<file path="src/rtl/sap_pkg.sv">
`default_nettype none
// ============================================================================
//  Module      : sap_pkg
//  Description : Shared constants and mode encoding for the program counter.
//  Revision    : 1.0 - initial release
// ============================================================================
package sap_pkg;

    // Default counter and bus width in bits
    localparam int PC_WIDTH = 4;

    // Operating mode of the program counter
    typedef enum logic [0:0] {
        PC_RUN    = 1'b0,
        PC_HALTED = 1'b1
    } pc_mode_e;

endpackage : sap_pkg
`default_nettype wire

</file>
<file path="src/rtl/pc_bus_driver.sv">
`default_nettype none
// ============================================================================
//  Module      : pc_bus_driver
//  Description : Gates the counter value onto the shared bus. bus_out and
//                bus_drive are purely combinational (zero-cycle latency).
//  Revision    : 1.0 - initial release
// ============================================================================
module pc_bus_driver #(
    parameter int WIDTH = 4
) (
    input  logic             out_en,
    input  logic [WIDTH-1:0] pc_q,
    output logic [WIDTH-1:0] bus_out,
    output logic             bus_drive
);

    // Drive the counter onto the bus only while enabled, zeros otherwise
    always_comb begin
        bus_out   = out_en ? pc_q : '0;
        bus_drive = out_en;
    end

endmodule : pc_bus_driver
`default_nettype wire

</file>
<file path="src/rtl/program_counter.sv">
`default_nettype none
// ============================================================================
//  Module      : program_counter
//  Description : Loadable, haltable program counter with bus output gating.
//                Update priority in RUN: halt > jump > count_en > hold.
//                Once HALTED only reset returns the counter to RUN.
//  Options     : PC_WRAP_FLAG_EN - when defined, builds the registered wrap
//                pulse; otherwise wrap is tied to 0 and has no register.
//  Revision    : 1.0 - initial release
// ============================================================================
module program_counter
    import sap_pkg::*;
#(
    parameter int WIDTH = PC_WIDTH
) (
    input  logic             clk,
    input  logic             rst_n,
    input  logic             count_en,
    input  logic             jump,
    input  logic [WIDTH-1:0] bus_in,
    input  logic             out_en,
    input  logic             halt,
    output logic [WIDTH-1:0] pc_q,
    output logic [WIDTH-1:0] bus_out,
    output logic             bus_drive,
    output logic             wrap,
    output logic             halted
);

    logic [WIDTH-1:0] r_pc;
    pc_mode_e         r_mode;

    // Counter value and RUN/HALTED mode; halt freezes the count on the same edge
    always_ff @(posedge clk or negedge rst_n) begin
        if (!rst_n) begin
            r_pc   <= '0;
            r_mode <= PC_RUN;
        end else if (r_mode == PC_RUN) begin
            if (halt) begin
                r_mode <= PC_HALTED;
            end else if (jump) begin
                r_pc <= bus_in;
            end else if (count_en) begin
                r_pc <= r_pc + WIDTH'(1);
            end
        end
    end

`ifdef PC_WRAP_FLAG_EN
    logic w_inc;
    logic r_wrap;

    // A real increment happens only in RUN with no halt or jump pending
    assign w_inc = (r_mode == PC_RUN) && !halt && !jump && count_en;

    // Pulse for one cycle after an all-ones to zero increment; loads never wrap
    always_ff @(posedge clk or negedge rst_n) begin
        if (!rst_n) begin
            r_wrap <= 1'b0;
        end else begin
            r_wrap <= w_inc && (&r_pc);
        end
    end

    assign wrap = r_wrap;
`else
    assign wrap = 1'b0;
`endif

    assign pc_q   = r_pc;
    assign halted = (r_mode == PC_HALTED);

    pc_bus_driver #(
        .WIDTH (WIDTH)
    ) u_bus_driver (
        .out_en    (out_en),
        .pc_q      (r_pc),
        .bus_out   (bus_out),
        .bus_drive (bus_drive)
    );

endmodule : program_counter
`default_nettype wire

</file>
<file path="config.mk">
export PLATFORM = sky130hd
export DESIGN_NAME = program_counter
export DESIGN_NICKNAME = d
export VERILOG_FILES = /design/src/rtl/sap_pkg.sv /design/src/rtl/pc_bus_driver.sv /design/src/rtl/program_counter.sv
export SDC_FILE = /design/constraint.sdc
export NUM_CORES = 1
export LEC_CHECK = 0
export CAP_MARGIN = 20
export CORE_AREA = 3 3 40 42
export DETAILED_ROUTE_END_ITERATION = 16
export DIE_AREA = 0 0 43 45
export HOLD_SLACK_MARGIN = 0.06
export PLACE_DENSITY_LB_ADDON = 0.2
export REMOVE_ABC_BUFFERS = 1
export SLEW_MARGIN = 25
export SYNTH_ARGS = -nofsm -noshare
export SYNTH_HDL_FRONTEND = slang
export SYNTH_SLANG_ARGS = --single-unit
</file>
<file path="constraint.sdc">
create_clock -name clk -period 2.3 [get_ports clk]
set_clock_uncertainty 0.1 [all_clocks]
set_input_delay 0.345 -clock clk [delete_from_list [all_inputs] [get_ports clk]]
set_output_delay 0.345 -clock clk [all_outputs]
set_load 0.03 [all_outputs]
</file>
# Yosys cells after proc, flatten, opt, wreduce, memory -nomap -nowiden

Cells that the tools add are included.

Add/subtract/negate cells: 1
Multiply operators: 0
Divide/modulo/power cells: 0
Magnitude comparators: 0
Eq/ne operators: 0
Shift operators: 0
Mux-type cells: 5
Bitwise operators: 2
Reduce and logical (&&, ||, !) cells: 2

Operator list:

| cell                                                          | count |
|---|---|
| 4-bit two-way mux                                             | 3 |
| 4-bit by 1-bit adder with 4-bit output, second input constant | 1 |
| 3-bit AND reduction                                           | 1 |
| 1-bit two-way mux                                             | 2 |
| 1-bit inverter                                                | 2 |
| 2-bit nonzero test                                            | 1 |

Register bits after elaboration: 5
Bits in latches: 0
Bits in writable memories: 0
Memory bits (read-only): 0
Input port bits: 10
Output and inout port bits: 11
Logic and storage cells: 12
Memories: 0

# Longest topological paths before layout

Gate-level depths: netlist of the first run.

Depth after elaboration: 3
Gate-level depth with buffers: 5
Gate-level depth less buffers: 5

# Hierarchy

From an unflattened synthesis of the first run, not the netlist that was laid out.

Cell total of the unflattened synthesis: 37
Area, all modules: 334.1 um^2

By module, submodules not included:

| module          | instances | cells each | area each (um^2) | seq. area each (um^2) |
|---|---|---|---|---|
| program_counter | 1         | 32         | 301.5            | 125.1 |
| pc_bus_driver   | 1         | 5          | 32.5             | 0.0 |

# Least setup slack after synthesis of the first run

OpenSTA, ideal clock, no wires.

Path kind: reg-to-reg
From: register r_mode, in the netlist halted
To: register r_pc[3], in the netlist pc_q[3]
Library setup time: 69 ps
Arrival: 1,291 ps
Data required time: 2,131 ps
Setup slack: 840 ps
Stages on the path, launching flop included: 5
Buffers on the path: 0
Clock period less this slack: 1,460 ps
Cells stage by stage: dfrtp_1 > nor2_4 > o21ai_2 > or4_1 > nand3_1

Cells in the longest elaborated chain, start to end: 2

Ends and longest elaborated chain:

| item                                 | line                  | text |
|---|---|---|
| start, declared                      | program_counter.sv:31 | `pc_mode_e r_mode;` |
| start signal, assigned               | program_counter.sv:37 | `r_mode <= PC_RUN;` |
| start signal, assigned               | program_counter.sv:40 | `r_mode <= PC_HALTED;` |
| 1-bit inverter (no source line)      | -                     |  |
| 3-bit AND reduction (no source line) | -                     |  |
| end signal, assigned                 | program_counter.sv:42 | `r_pc <= bus_in;` |
| end signal, assigned                 | program_counter.sv:44 | `r_pc <= r_pc + WIDTH'(1);` |
| end, declared                        | program_counter.sv:30 | `logic [WIDTH-1:0] r_pc;` |

No other way between the ends.
A chain may end at the register's enable or synchronous reset.

# Worst setup path after layout of the first run

From: input out_en
To: output bus_out[2]

Cells in the longest elaborated chain, start to end: 1

Ends and longest elaborated chain:

| item              | line                  | text |
|---|---|---|
| start, declared   | program_counter.sv:21 | `input logic out_en,` |
| 4-bit two-way mux | pc_bus_driver.sv:19   | `bus_out = out_en ? pc_q : '0;` |
| end, declared     | program_counter.sv:24 | `output logic [WIDTH-1:0] bus_out,` |

No other way between the ends.

==> run summary, run 1 <==
The worst hold path belongs to the class in2async. Global-route wire length before repair: 1320 um. Traced cell by cell, the critical path runs through clkdlybuf4s50_1 > and2_1 > clkdlybuf4s50_1. The tool flagged a number of max-cap violations equal to 0. Yosys attributes the largest share of cell area to sky130_fd_sc_hd__dfrtp_1 (38%), sky130_fd_sc_hd__and2_1 (7.7%), sky130_fd_sc_hd__nand3_1 (4.6%), sky130_fd_sc_hd__o21ai_0 (4.6%), sky130_fd_sc_hd__buf_4 (4.6%). The area growth from synthesis to layout is 66.5%.

The number of flops mapped to enable cells by yosys came out at 0. The final count of hold timing violations is 0. Before antenna repair, the detailed router went through 3 iterations. The CTS H-tree depth came out at 1. For this design the top-level I/O count stands at 21.

For this design, the CTS-stage hold fixing added 0 buffers. For the final setup violation count, the log shows 0. TritonCTS built the clock tree. Along the worst path, the maximum fanout reaches 5. The number of sinks on the clock net was 5. Summed over all cells, the static leakage comes to 0.000208 uW. For this run, the post-layout net count is 69. The mean cell area of the mapped netlist was 9.04 sq um; the area of the multi-input gates was 170 sq um. The critical setup path kind was in2out.

The library cell occupying the most area in the post-synthesis netlist was sky130_fd_sc_hd__dfrtp_1. The share of async-settable or async-resettable flops after synthesis was 1.00. The tools report the starting density of the core as 0.253. The logs give 0 for the total global routing overflow and 0.385 for the register area share after synthesis. The logs give 13 for the number of rows created at floorplan and 0.670 for the routability congestion estimate. The critical path launch point type was an input port.

The detail route stage leaves a number of antenna-violating nets equal to 0. The clock period minus final worst setup slack is 2.11 ns, and the die boundary width is 43 um. The tree is rooted in a sky130_fd_sc_hd__clkbuf_4. The overall fraction of global-route tracks in use is 0.0946, and the number of flip-flops and latches in the synthesized netlist is 5. The number of gates given a new drive strength after cts is 0, and the arrival time at the worst endpoint is 1.67 ns.

The worst setup path is captured at an output pin. Ranked by instance count, the synthesized netlist is headed by sky130_fd_sc_hd__dfrtp_1 (5), sky130_fd_sc_hd__and2_1 (4), sky130_fd_sc_hd__nand3_1 (3), sky130_fd_sc_hd__nor2_1 (3), sky130_fd_sc_hd__o21ai_0 (3). The routed layout has 318 vias. Total half-perimeter wirelength after legalization and detailed placement: 622 um. The most numerous cell type found on the critical path is sky130_fd_sc_hd__clkdlybuf4s50_1.

The setup check on the worst reg-to-reg path leaves a slack of 0.93 ns. The flow ran to the end, and the final reports show no timing, DRC or antenna violations. VDD sags by at most 0.404 mV. The final max-slew violation count is 0, and the average via count per standard cell is 4.42. Measured along the y axis, the die boundary spans 45 um.

The wire length per cell after detailed routing is 11.1 um, and the detailed-route DRC error count is 0. Setup repair after global routing left no endpoint under its margin. Synthesis handed over a netlist of 36 instances. The logs give 1.86 ns for the data required time at the worst endpoint and 125 sq um for the flip-flop and latch area. The share of the clock period used by the worst path was 0.917; the buffer depth of the longest clock path was 2. The number of setup buffers added after CTS was 0. The number of distinct standard cells referenced by the synthesized netlist is 20, and the largest net degree at the start of global routing is 11.

The die area is 0.00194 sq mm, and the share of the synthesized area in the top cell type is 0.385. In the synthesized netlist the dominant register cell turns out to be sky130_fd_sc_hd__dfrtp_1. The run gives 0 as the final antenna diode count.

For this design, the slowest cell found on the critical path is sky130_fd_sc_hd__clkdlybuf4s50_1. In this run the standard cell core region covers 0.00128 sq mm. The final layout contains routed wiring with a total length of 796 um. Initial DRC count: 10. The most common cell in the netlist is sky130_fd_sc_hd__dfrtp_1. The kind of cell with the highest combined delay on the critical path is buffers and inverters. The overall power after layout is 293 uW, and the clock slew at the register clock pins of the worst setup and hold paths is 0.05 ns.

Input and output buffers added on the ports amount to 19. Largest stage delay on the critical path: 0.67 ns. In this run the power density over the cells is 542 mW/mm^2. The total clock buffers created by CTS was 3; the total of fill cells in the finished design was 148.

The source-to-sink clock delay at the later pin of the worst-skew pair came out at 0.25 ns. The share of cells above drive strength 1 works out to 0.123. The buffering stage count on the worst path with inverters included is 2, and the initial antenna violation count is 0.

The cell area that synthesis handed to floorplanning was 325 sq um. Timing would allow up to 474 MHz. The share of the core filled with cells in the final layout is 0.422, and the warning count from the yosys run is 0.

The logs give 298 for the via count of the first global-routing pass and 0 ns for the setup TNS after final layout.
-- cell families after synthesis --
| group | share of synthesized area |
|---|---|
| AOI/OAI and AO/OA | 0.154 |
| adders and majority gates | 0.0385 |
| buffers and inverters | 0.0923 |
| DFF | 0.385 |
| muxes | 0.0308 |
| other | 0.0115 |
| and+or+nand+nor | 0.288 |
-- through the flow --
stage               instances  area, sq um  hold WS (ns)  setup WS, ns
finish                     72          542         0.228         0.190
global route               72          542         0.225         0.123
CTS                        72          542         0.225         0.184
detailed placement         68          515         0.425         0.181
global placement           68          515         0.422         0.185
floorplan                  33          299       -0.0506         0.840
-- cell type report --
type / instances / share of cell area
sequential: 5 / 0.231
timing repair buffer: 20 / 0.365
multi-input combinational: 27 / 0.314
inverter: 1 / 0.00693
clock buffer: 4 / 0.0485
tap: 15 / 0.0346
-- cell usage in the layout (no fill, tap or decap) --
cell type	instances
sky130_fd_sc_hd__mux2i_1	1
sky130_fd_sc_hd__conb_1	1
sky130_fd_sc_hd__clkdlybuf4s50_1	19
sky130_fd_sc_hd__nand2_1	2
sky130_fd_sc_hd__clkbuf_4	3
sky130_fd_sc_hd__inv_1	1
sky130_fd_sc_hd__nor3b_1	1
sky130_fd_sc_hd__nor2_4	1
sky130_fd_sc_hd__o2bb2ai_1	1
sky130_fd_sc_hd__o21ai_2	1
sky130_fd_sc_hd__dfrtp_1	5
sky130_fd_sc_hd__and2_1	4
sky130_fd_sc_hd__nor2_1	3
sky130_fd_sc_hd__ha_1	1
sky130_fd_sc_hd__or4_1	1
sky130_fd_sc_hd__nand3_1	3
sky130_fd_sc_hd__clkbuf_1	1
sky130_fd_sc_hd__buf_4	1
sky130_fd_sc_hd__and2b_2	1
sky130_fd_sc_hd__a22oi_1	1
sky130_fd_sc_hd__o21ai_0	3
sky130_fd_sc_hd__a21oi_1	2
-- path summary, 6_finish.rpt --
path	to	cells after the start	start
hold / removal	halted$_DFF_PN0_	1	rst_n
setup reg to reg	pc_q[3]$_DFFE_PN0P_	4	halted$_DFF_PN0_
hold reg to reg	halted$_DFF_PN0_	2	halted$_DFF_PN0_
max in group asynchronous	pc_q[0]$_DFFE_PN0P_	1	rst_n
min in group clk	halted$_DFF_PN0_	2	halted$_DFF_PN0_
setup / recovery	bus_out[2]	3	out_en
-- metal layers --
| layer | vias up | global-route usage | share of wire |
|---|---|---|---|
| met1 | 139 | 0.110 | 0.43 |
| li1 | 164 | - | - |
| met2 | 15 | 0.141 | 0.45 |
| met5 | - | 0 | 0 |
| met4 | 0 | 0.0181 | 0 |
| met3 | 0 | 0.0717 | 0.12 |
-- where the power goes --
group	internal (uW)	switching, uW	total (uW)
Clock	65.8	38.9	105
Sequential	94.1	8.25	102
Combinational	42.7	43.7	86.5
Total	203	90.8	293
-- registers in the layout, summed over array words and instances (netlist names) --
signal,count
pc_q,4
halted,1
Note: power is estimated with default switching activity, not from simulation.
==> run 2: changes to the inputs <==
- PLACE_DENSITY_LB_ADDON: 0.2 -> 0.08
==> run 2 against run 1 <==
Against the previous run:
- critical path depth is the same
- die area is the same
- core utilization is the same
- total power grew 0.46%
- sequential power is essentially flat
- non-clock buffer count is the same
- clock-buffer cell count is the same
- sequential share of layout area is the same
- sequential cell count is the same
- combinational power grew 0.6%
- design area is the same
- largest cell class unchanged
- largest power group unchanged
==> run summary, run 2 (synthesis gave the netlist of run 1 again) <==
The run finished with clean final reports. The library cells used most frequently in the layout, excluding fill and tap cells, are sky130_fd_sc_hd__clkdlybuf4s50_1 (19), sky130_fd_sc_hd__dfrtp_1 (5), sky130_fd_sc_hd__and2_1 (4). Die boundary width: 43 um (unchanged). The average via count per standard cell is 4.50 (+1.9%). Data required time at the worst endpoint: 1.86 ns (about the same). Leaving out fill and tap cells, the most frequent cell in the layout is sky130_fd_sc_hd__clkdlybuf4s50_1.

The clock slew at the register clock pins of the worst setup and hold paths works out to 0.05 ns (about the same). The starting density of the core was 0.253 (unchanged); the number of setup buffers added after CTS was 0 (unchanged). The path class of the tightest hold or removal check is in2async. The arrival time at the worst endpoint was 1.67 ns (about the same). The share of cells above drive strength 1 came out at 0.123 (unchanged). The flip-flop count of the largest register, all copies and words added is 4 (unchanged), and the initial antenna violation count is 0 (unchanged). The standby leakage power was 0.000208 uW (unchanged). The critical setup path kind was in2out. The global-route wire length before repair is 1330 um (+0.53%). Die outline height: 45 um (unchanged).

The number of buffers added on ports was 19 (unchanged); the number of nets with antenna violations after detailed routing was 0 (unchanged). The power density over cell area works out to 544 mW/mm^2 (+0.46%). For the overall power after layout, the log shows 295 uW (+0.46%). The largest fanout on the critical path came out at 5 (unchanged). The tools report the CTS H-tree depth as 1 (unchanged).

TritonCTS built the clock tree. The count of vias placed by the detailed router was 324 (+1.9%). The maximum achievable frequency is 473 MHz (-0.24%). Net total in the final layout: 69 (unchanged). The number of gates given a new drive strength after cts was 0 (unchanged); the number of iterations in the first detailed-routing pass was 3 (unchanged). The tools report the number of primary I/O pins as 21 (unchanged). STA classifies the critical path endpoint as an output pin. The number of sinks on the clock net was 5 (unchanged). The library cell used as clock root buffer was sky130_fd_sc_hd__clkbuf_4. The run gives 0 (unchanged) as the final count of hold timing violations. The run gives 9 (-2) as the largest net degree at the start of global routing. The first element of the critical path was out_en.

The clock period minus final worst setup slack is 2.12 ns (+0.00506 ns). The overall fraction of global-route tracks in use was 0.0984 (+0.00385). The startpoint of the worst register-to-register path is halted$_DFF_PN0_. Routability congestion estimate: 0.726 (+8.4%).

For the source-to-sink clock delay at the later pin of the worst-skew pair, the log shows 0.25 ns (about the same). The final antenna diode count is 0 (unchanged), and the number of rows created at floorplan is 13 (unchanged). The run gives 3 (unchanged) as the total clock buffers created by CTS. The detailed-route DRC error count was 0 (unchanged). The die area is 0.00194 sq mm (unchanged), and the buffer depth of the longest clock path is 2 (unchanged). The wire length per cell after detailed routing works out to 12.0 um (+8.4%). The logs give 0 (unchanged) for the quantity of hold-fixing buffers added after cts and 0.00128 sq mm (unchanged) for the core outline area.

The logs give 0 (unchanged) for the number of max-cap violations and 0 (unchanged) for the final max-slew violation count. The tools report the total global routing overflow as 0 (unchanged). The setup TNS after final layout is 0 ns (unchanged), and the final wirelength is 863 um (+8.4%). Final setup violation count: 0 (unchanged).

Setup repair after global routing left no endpoint under its margin. The tools report the initial DRC count as 4 (-6). Post-synthesis to final-layout area growth: 66.5% (unchanged). The maximum vdd ir drop was 0.221 mV (-45%). The tools report the total half-perimeter wirelength after legalization and detailed placement as 692 um (+11%). The via count of the first global-routing pass is 304 (+2.0%). STA classifies the critical path startpoint as an input port. The share of the clock period used by the worst path works out to 0.920 (+0.00220).
[run 2: cell counts in the layout (fill, tap and decap cells not counted)]
Identical to the previous run, type by type.
[run 2: critical path, cell delays in order]
cell and delay [ns]:
sky130_fd_sc_hd__clkdlybuf4s50_1 0.52, sky130_fd_sc_hd__and2_1 0.14, sky130_fd_sc_hd__clkdlybuf4s50_1 0.66
[run 2: stage by stage]
| stage | instances | setup WS (ns) | hold slack, ns | area [sq um] | util |
|---|---|---|---|---|---|
| final | 72 | 0.185 | 0.240 | 542 | 0.422 |
| after floorplan | 33 | 0.840 | -0.0506 | 299 | - |
| after global routing | 72 | 0.141 | 0.244 | 542 | 0.422 |
| after global placement | 68 | 0.206 | 0.418 | 515 | 0.401 |
| after CTS | 72 | 0.174 | 0.240 | 542 | 0.422 |
| after detailed placement | 68 | 0.174 | 0.438 | 515 | 0.401 |
[run 2: metal layers]
layer	track usage	wire length, um	part of all wire
met5	0	0	0
met4	0.0904	32	0.037
met3	0.0359	85	0.098
met2	0.138	394	0.46
met1	0.116	351	0.41
[run 2: layout make-up]
cell class,instances,area [sq um]
fillers,138,743
repair buffers,20,198
multi-input cells,27,170
flip-flops and latches,5,125
clock buffers,4,26.3
well taps,15,18.8
inverters,1,3.75
[run 2: final timing paths]
check	to	slack, ns	depth (start not counted)
worst max-delay path	bus_out[1]	0.18	3
worst min-delay path	pc_q[3]$_DFFE_PN0P_	0.24	1
worst max register to register	pc_q[3]$_DFFE_PN0P_	0.91	4
worst min register to register	halted$_DFF_PN0_	0.44	2
max in group asynchronous	pc_q[2]$_DFFE_PN0P_	1.64	1
min in group clk	halted$_DFF_PN0_	0.44	2
[run 2: power breakdown]
group	internal (uW)	switching, uW	total (uW)	leakage (uW)
combinational	42.7	44.3	87.0	0.000136
sequential	94.1	7.97	102	0.0000567
clock	65.8	39.9	106	0.0000150
total	203	92.2	295	0.000208
